[config.mk]
export PLATFORM = sky130hd
export DESIGN_NAME = multicycle_controller
export DESIGN_NICKNAME = d
export VERILOG_FILES = /design/src/rtl/multicycle_controller.sv
export SDC_FILE = /design/constraint.sdc
export NUM_CORES = 1
export LEC_CHECK = 0
export CORE_ASPECT_RATIO = 0.8
export CORE_UTILIZATION = 38
export CTS_BUF_LIST = sky130_fd_sc_hd__clkbuf_4 sky130_fd_sc_hd__clkbuf_8
export CTS_CLUSTER_SIZE = 16
export DETAILED_ROUTE_END_ITERATION = 8
export PLACE_DENSITY = 0.88
export SETUP_SLACK_MARGIN = 0.02
export SLEW_MARGIN = 20
export SYNTH_ARGS = -nofsm -noshare
export SYNTH_HDL_FRONTEND = slang
export SYNTH_SLANG_ARGS = --single-unit
[constraint.sdc]
create_clock -name clk -period 3.7 [get_ports clk]
set_clock_uncertainty 0.15 [all_clocks]
set_input_delay 0.37 -clock clk [delete_from_list [all_inputs] [get_ports clk]]
set_output_delay 0.37 -clock clk [all_outputs]
set_load 0.1 [all_outputs]
[src/rtl/multicycle_controller.sv]
// Multicycle RISC-V control unit: Moore-style FSM that steps through fetch,
// decode and per-class execute states and drives the datapath selects and
// enables. Any unsupported encoding parks the FSM in ILLEGAL until reset.
module multicycle_controller (
  input  logic        clk,
  input  logic        rst,
  input  logic [31:0] inStr,
  output logic        adrSrc,
  output logic        IRWrite,
  output logic        memWrite,
  output logic        regWrite,
  output logic [1:0]  resultSrc,
  output logic [1:0]  aluSrcA,
  output logic [1:0]  aluSrcB,
  output logic [2:0]  aluControl,
  output logic [2:0]  immSrc,
  output logic        pcUpdate,
  output logic        branch1,
  output logic        branch2,
  output logic        illegal
);

  typedef enum logic [3:0] {
    S_FETCH, S_DECODE, S_MEM_ADR, S_MEM_READ, S_MEM_WB, S_MEM_WRITE,
    S_EXEC_R, S_EXEC_I, S_ALU_WB, S_BRANCH, S_JAL, S_JALR, S_JALR_LINK,
    S_LUI, S_ILLEGAL
  } state_t;

  localparam logic [6:0] OP_LOAD   = 7'b0000011;
  localparam logic [6:0] OP_STORE  = 7'b0100011;
  localparam logic [6:0] OP_R      = 7'b0110011;
  localparam logic [6:0] OP_I      = 7'b0010011;
  localparam logic [6:0] OP_BRANCH = 7'b1100011;
  localparam logic [6:0] OP_JAL    = 7'b1101111;
  localparam logic [6:0] OP_JALR   = 7'b1100111;
  localparam logic [6:0] OP_LUI    = 7'b0110111;

  localparam logic [2:0] ALU_ADD = 3'b000;
  localparam logic [2:0] ALU_SUB = 3'b001;
  localparam logic [2:0] ALU_AND = 3'b010;
  localparam logic [2:0] ALU_OR  = 3'b011;
  localparam logic [2:0] ALU_SLT = 3'b101;

  state_t     state, next_state;
  logic [6:0] op;
  logic [2:0] funct3;
  logic       f7b;
  logic       unused_inst_bits;

  assign op     = inStr[6:0];
  assign funct3 = inStr[14:12];
  assign f7b    = inStr[30];
  assign unused_inst_bits = ^{inStr[31], inStr[29:15], inStr[11:7]};

  // State register; reset always returns to FETCH, which also clears illegal.
  always_ff @(posedge clk) begin
    if (rst) state <= S_FETCH;
    else     state <= next_state;
  end

  // Next-state and output decode; reset forces every output low combinationally.
  always_comb begin
    next_state = state;
    adrSrc     = 1'b0;
    IRWrite    = 1'b0;
    memWrite   = 1'b0;
    regWrite   = 1'b0;
    resultSrc  = 2'd0;
    aluSrcA    = 2'd0;
    aluSrcB    = 2'd0;
    aluControl = ALU_ADD;
    immSrc     = 3'b000;
    pcUpdate   = 1'b0;
    branch1    = 1'b0;
    branch2    = 1'b0;
    illegal    = 1'b0;
    case (state)
      S_FETCH: begin
        IRWrite   = 1'b1;
        aluSrcB   = 2'd2;
        resultSrc = 2'd1;
        pcUpdate  = 1'b1;
        next_state = S_DECODE;
      end
      S_DECODE: begin
        aluSrcA = 2'd1;
        aluSrcB = 2'd1;
        immSrc  = (op == OP_JAL) ? 3'b011 : 3'b010;
        case (op)
          OP_LOAD, OP_STORE: next_state = S_MEM_ADR;
          OP_R:              next_state = S_EXEC_R;
          OP_I:              next_state = S_EXEC_I;
          OP_BRANCH:         next_state = S_BRANCH;
          OP_JAL:            next_state = S_JAL;
          OP_JALR:           next_state = S_JALR;
          OP_LUI:            next_state = S_LUI;
          default:           next_state = S_ILLEGAL;
        endcase
      end
      S_MEM_ADR: begin
        aluSrcA = 2'd2;
        aluSrcB = 2'd1;
        // op[5] separates store (0100011) from load (0000011)
        immSrc  = op[5] ? 3'b001 : 3'b000;
        next_state = op[5] ? S_MEM_WRITE : S_MEM_READ;
      end
      S_MEM_READ: begin
        adrSrc = 1'b1;
        next_state = S_MEM_WB;
      end
      S_MEM_WB: begin
        resultSrc = 2'd2;
        regWrite  = 1'b1;
        next_state = S_FETCH;
      end
      S_MEM_WRITE: begin
        adrSrc   = 1'b1;
        memWrite = 1'b1;
        next_state = S_FETCH;
      end
      S_EXEC_R: begin
        aluSrcA = 2'd2;
        next_state = S_ALU_WB;
        case ({funct3, f7b})
          4'b000_0: aluControl = ALU_ADD;
          4'b000_1: aluControl = ALU_SUB;
          4'b111_0: aluControl = ALU_AND;
          4'b110_0: aluControl = ALU_OR;
          4'b010_0: aluControl = ALU_SLT;
          default:  next_state = S_ILLEGAL;
        endcase
      end
      S_EXEC_I: begin
        aluSrcA = 2'd2;
        aluSrcB = 2'd1;
        next_state = S_ALU_WB;
        case (funct3)
          3'b000:  aluControl = ALU_ADD;
          3'b111:  aluControl = ALU_AND;
          3'b110:  aluControl = ALU_OR;
          3'b010:  aluControl = ALU_SLT;
          default: next_state = S_ILLEGAL;
        endcase
      end
      S_ALU_WB: begin
        regWrite = 1'b1;
        next_state = S_FETCH;
      end
      S_BRANCH: begin
        aluSrcA = 2'd2;
        next_state = S_FETCH;
        case (funct3)
          3'b000, 3'b001: begin
            aluControl = ALU_SUB;
            branch1    = 1'b1;
          end
          3'b100, 3'b101: begin
            aluControl = ALU_SLT;
            branch2    = 1'b1;
          end
          default: next_state = S_ILLEGAL;
        endcase
      end
      S_JAL, S_JALR_LINK: begin
        aluSrcA  = 2'd1;
        aluSrcB  = 2'd2;
        pcUpdate = 1'b1;
        next_state = S_ALU_WB;
      end
      // First JALR visit computes rs1+imm into the ALU-out register; the
      // second visit loads it into PC while the ALU produces oldPC+4 for rd.
      S_JALR: begin
        aluSrcA = 2'd2;
        aluSrcB = 2'd1;
        next_state = (funct3 == 3'b000) ? S_JALR_LINK : S_ILLEGAL;
      end
      S_LUI: begin
        immSrc    = 3'b100;
        resultSrc = 2'd3;
        regWrite  = 1'b1;
        next_state = S_FETCH;
      end
      S_ILLEGAL: begin
        illegal = 1'b1;
      end
      default: next_state = S_FETCH;
    endcase
    if (rst) begin
      adrSrc     = 1'b0;
      IRWrite    = 1'b0;
      memWrite   = 1'b0;
      regWrite   = 1'b0;
      resultSrc  = 2'd0;
      aluSrcA    = 2'd0;
      aluSrcB    = 2'd0;
      aluControl = ALU_ADD;
      immSrc     = 3'b000;
      pcUpdate   = 1'b0;
      branch1    = 1'b0;
      branch2    = 1'b0;
      illegal    = 1'b0;
    end
  end

endmodule

# Word level (Yosys, flattened, before mapping)
# Index checks and enable logic that the tools add are counted.
dict set report word_totals {
  register_bits 4
  inputBits 34
  out_inout_bits 20
}
dict set report op_classes {
  eq_ne 32
  muxes 40
  n_reduce_logical 16
}
# operator count
set ops {}
lappend ops {{4-bit one-hot mux with 10 select lines} 1}
lappend ops {{4-bit equality test, second input constant} 9}
lappend ops {{4-bit one-hot mux with 7 select lines} 1}
lappend ops {{3-bit one-hot mux with 3 select lines} 3}
lappend ops {{7-bit by 6-bit equality test with 1-bit output, second input constant} 3}
lappend ops {{7-bit equality test, second input constant} 3}
lappend ops {{4-bit by 3-bit equality test with 1-bit output, second input constant} 5}
lappend ops {{1-bit 2-to-1 mux} 20}
lappend ops {{3-bit 2-to-1 mux} 5}
lappend ops {{3-bit equality test, second input constant} 4}
lappend ops {{3-bit one-hot mux with 4 select lines} 1}
lappend ops {{4-bit OR reduction} 3}
lappend ops {{2-bit OR reduction} 5}
lappend ops {{5-bit OR reduction} 2}
lappend ops {{3-bit OR reduction} 3}
lappend ops {{4-bit by 1-bit equality test with 1-bit output, second input constant} 2}
lappend ops {{4-bit by 2-bit equality test with 1-bit output, second input constant} 2}
lappend ops {{4-bit zero test} 2}
lappend ops {{2-bit 2-to-1 mux} 4}
lappend ops {{2-bit one-hot mux with 2 select lines} 2}
lappend ops {{7-bit by 2-bit equality test with 1-bit output, second input constant} 1}
lappend ops {{7-bit by 5-bit equality test with 1-bit output, second input constant} 1}
lappend ops {{2-bit one-hot mux with 3 select lines} 1}
lappend ops {{3-bit one-hot mux with 2 select lines} 1}
lappend ops {{other kinds (4)} 4}

# Logic depth before layout (Yosys ltp)
dict set report logic_depth {
  ltp_word 5
  mapped_depth 5
  mapped_depth_nobuf 4
}

# Worst setup path before layout
# No wires, ideal clock.
dict set report synth_timing {
  path_kind {flip-flop to output port}
  startpoint {register state[0]}
  endpoint {output port resultSrc[0]}
  t_arrival_ns 4.407
  required_time_ns 3.180
  slack_ns -1.227
  path_stages_with_launch 4
  path_buffers 1
  path_cell_list {dfxtp_1 > buf_2 > nor4_1 > or2_1}
}
dict set report synth_between {
  elab_chain_len 3
  word_cells_on_any_way 5
}
# element line_no
set synth_rtl {}
lappend synth_rtl {{start: declaration} 44} ;# state_t state, next_state;
lappend synth_rtl {{start signal: assignment} 58} ;# else state <= next_state;
lappend synth_rtl {{4-bit equality test, or another cell as far along} 77} ;# case (state)
lappend synth_rtl {{2-bit one-hot mux with 3 select lines (*)} 77}
lappend synth_rtl {{2-bit 2-to-1 mux (*)} 188} ;# if (rst) begin
lappend synth_rtl {{end: declaration} 12} ;# output logic [1:0] resultSrc,
# Mark *: on every way between the ends. The rest lies on a longest branch, timed or not.

# Final worst setup path
dict set report layout_timing {
  startpoint {register state[1]}
  endpoint {output port aluControl[2]}
}
dict set report layout_between {
  elab_chain_len 3
  word_cells_on_any_way 5
}
# element line_no
set layout_rtl {}
lappend layout_rtl {{4-bit equality test or 4-bit by 3-bit equality test with 1-bit output (tied branches)} 77}
lappend layout_rtl {{3-bit one-hot mux with 3 select lines (*)} 77}
lappend layout_rtl {{3-bit 2-to-1 mux (*)} 188}
lappend layout_rtl {{end: declaration} 15} ;# output logic [2:0] aluControl,
# Marks and branches as above.

==> results.md <==
- Measured slew at the worst slew-check pin: 816 ps
- Biggest regs: state: 4 flops
- Leakage power total: 0.407 nW
- Sequential area share after synthesis: 0.108
- Die height: 41.5 µm
- Synthesized area per cell: 6.62 µm²
- Detailed router's first-iteration violation count: 15
- Clock buffer depth: 2
- Remaining Overflow, GRT: 0
- Gate Count Post-Synth: 112
- Total Routed Length: 2000 µm
- Yosys warns: 0
- Clock input transition at the sequential cells of the worst setup and hold paths: 40 ps
- End point of the critical path: aluControl[2]
- Period utilisation layout: 0.776
- Fin nets: 175
- Global-route wire length before repair: 3410 µm
- Antenna viol nets, final: 0
- Number of violations of the max-capacitance limit: 0
- Maximum number of pins on one net before global-route repair: 22
- Flip-flop and latch count after synthesis: 4
- Fmax: 348 MHz
- Total iterations of the first detailed-routing run: 4
- Number of pins with negative max-slew slack in the final report: 0
- Net count after synthesis: 146
- Relative area change from synthesis to final layout: 42.5%
- Hold-fix buffers, CTS: 0
- Setup fix buffers added after clock tree synthesis: 0
- Clock insertion delay at the later pin of the skew report: 230 ps
- Drc violations: 0
- Hold Violations, Final: 0
- Worst IR drop on VDD: 764 µV
- Horizontal die dimension: 51.4 µm
- Filler instances: 158
- Largest register FFs: 4
- Worst hold slack: 598 ps
- Async SR Flop Fraction: 0
- Final setup vio count: 0
- RSZ-0062 raised after global routing: no
- H-tree levels: 1
- Final cell count without fillers: 161
- Placed cells: 158
- Largest reg by FF count: state
- Overall power of the completed layout: 1.04 mW
- Maximum net fanout on the critical path: 16
- Synth area leader: sky130_fd_sc_hd__dfxtp_1
- Distinct cell type count of the synthesized netlist: 40
- Run status: complete, no violations
- Ratio of cells with drive above 1 in the final layout: 0.230
- Crit Reg-Reg Endpoint: state[2]
- Aggregate global-route resource usage: 0.199
- Path depth of the worst reg2reg path: 4
- Primary flip-flop cell chosen by synthesis mapping: sky130_fd_sc_hd__dfxtp_1
- Root buffer selected by CTS: sky130_fd_sc_hd__clkbuf_4
- Final RePlAce weighted congestion: 0.814
- Crit end category: output pin
- Count of flip-flops with a built-in enable after synthesis: 0
- Critical R2R Launch: state[2]
- Mean number of vias per cell: 5.61
- Cell area after synthesis: 742 µm²
- Required time of the worst setup path: 3180 ps
- Setup slack on the worst flop-to-flop path: 1730 ps
- # diodes: 0
- Total vias in the final route: 903
- Routed wirelength normalized by instance count: 12.4 µm
- Num rows: 13
- Clock sink count: 4
- Post-DP HPWL: 1510 µm
- Crit path from: state[1]
- Number of placed I/O pins: 54
- Number of buffers created by CTS: 3
- PwrDens: 980 nW/µm²
- Number of global-route vias before repair: 795
- Effective utilization at floorplan: 0.430
- Core ar.: 1720 µm²
- TNS Setup: 0 ps
- Critical Path AT: 2350 ps
- Headroom to the max-slew limit: 0.454
- Full die area: 2130 µm²
- IO Port Bufs: 32
- Class of the tightest hold or removal check: reg2reg
- Launching element type of the critical path: register
- Post-layout utilization of the core: 0.613
- Resized Gates After CTS: 0
- Category of the critical setup timing path: reg2out
- Synth top area share: 0.108
- Initial antenna violation count: 0
- Post-route minimum period: 2870 ps
- TritonCTS clock tree: yes
- Synth area leaders: sky130_fd_sc_hd__dfxtp_1 11%, sky130_fd_sc_hd__nor2_1 7.6%, sky130_fd_sc_hd__mux2i_1 6.7%, sky130_fd_sc_hd__nor3_1 6.7%, sky130_fd_sc_hd__nand2_1 5.1%
-- final cells by class --
cell class / count / area (µm²) / area share
clock buffer: 3 / 22.5 / 0.0213
inverter: 4 / 15.0 / 0.0142
multi-input combinational: 96 / 642 / 0.607
sequential: 4 / 80.1 / 0.0757
tap: 22 / 27.5 / 0.0260
timing repair buffer: 32 / 270 / 0.256
-- cell usage in the layout, fill, tap and decap left out, types with 2 or more instances in the layout --
master	instances
sky130_fd_sc_hd__nor2_1	15
sky130_fd_sc_hd__o22ai_1	2
sky130_fd_sc_hd__inv_1	4
sky130_fd_sc_hd__clkbuf_4	3
sky130_fd_sc_hd__a211oi_1	2
sky130_fd_sc_hd__nor3_1	9
sky130_fd_sc_hd__a21oi_1	5
sky130_fd_sc_hd__nand3_1	2
sky130_fd_sc_hd__clkdlybuf4s50_1	12
sky130_fd_sc_hd__or2_1	2
sky130_fd_sc_hd__buf_4	20
sky130_fd_sc_hd__nor4_2	3
sky130_fd_sc_hd__o31a_1	2
sky130_fd_sc_hd__nand2_1	10
sky130_fd_sc_hd__a31oi_1	3
sky130_fd_sc_hd__nand2b_1	5
sky130_fd_sc_hd__dfxtp_1	4
sky130_fd_sc_hd__xnor2_1	3
sky130_fd_sc_hd__mux2i_1	5
sky130_fd_sc_hd__nor2b_1	5
sky130_fd_sc_hd__a221oi_2	2
-- through the flow --
| step | area (µm²) | worst slack (ps) |
|---|---|---|
| after floorplan | 772 | 20.7 |
| after global placement | 1030 | 1050 |
| after detailed placement | 1030 | 1010 |
| after CTS | 1060 | 826 |
| after global routing | 1060 | 697 |
| final | 1060 | 830 |
-- routing by layer --
| metal | up-vias | global-route usage | part of all wire |
|---|---|---|---|
| li1 | 464 | - | - |
| met1 | 404 | 0.287 | 0.49 |
| met2 | 33 | 0.299 | 0.45 |
| met3 | 2 | 0.0220 | 0.059 |
| met4 | 0 | 0.0757 | 0.0085 |
| met5 | - | 0 | 0 |
-- logic make-up after synthesis --
family | Yosys count | synth area share
multiplexers | 5 | 0.0675
AO/OA/AOI/OAI | 25 | 0.256
buffers and inverters | 12 | 0.0674
flip-flops | 4 | 0.108
AND/OR/NAND/NOR | 62 | 0.454
XOR/XNOR | 4 | 0.0472
-- cell usage after synthesis (all sizes together) (2+ instances only) --
library cell / number
nand2b: 5
nor2: 15
xnor2: 3
inv: 4
a31oi: 3
o22ai: 2
nor3: 10
nor4: 4
clkbuf: 3
nand3: 2
dfxtp: 4
and2b: 2
o31a: 2
a221oi: 3
mux2i: 5
a21oi: 5
a211oi: 2
buf: 5
nor2b: 5
or2: 2
nand2: 11
-- worst min-delay path by stage --
stage	start	cells past startpoint	to
2_1_floorplan	inStr[3]	3	state[0]
3_3_place_gp	state[0]	1	state[0]
3_5_place_dp	state[0]	1	state[0]
4_1_cts	state[0]	1	state[0]
5_1_grt	state[0]	1	state[0]
6_report	state[0]	1	state[0]
-- power breakdown --
part	switching, mW	total (mW)	internal [mW]	leakage, nW
Sequential	0.0962	0.160	0.0639	0.0329
Clock	0.0167	0.0529	0.0362	0.0138
Combinational	0.591	0.824	0.233	0.360
Total	0.704	1.04	0.333	0.407
-- critical path, stage by stage (launching register included) --
cell,delay [ps]
sky130_fd_sc_hd__dfxtp_1,630
sky130_fd_sc_hd__and2b_2,300
sky130_fd_sc_hd__nand2_4,90
sky130_fd_sc_hd__or4_4,510
sky130_fd_sc_hd__a221oi_2,250
sky130_fd_sc_hd__buf_4,340
(Power assumes the default switching activity.)
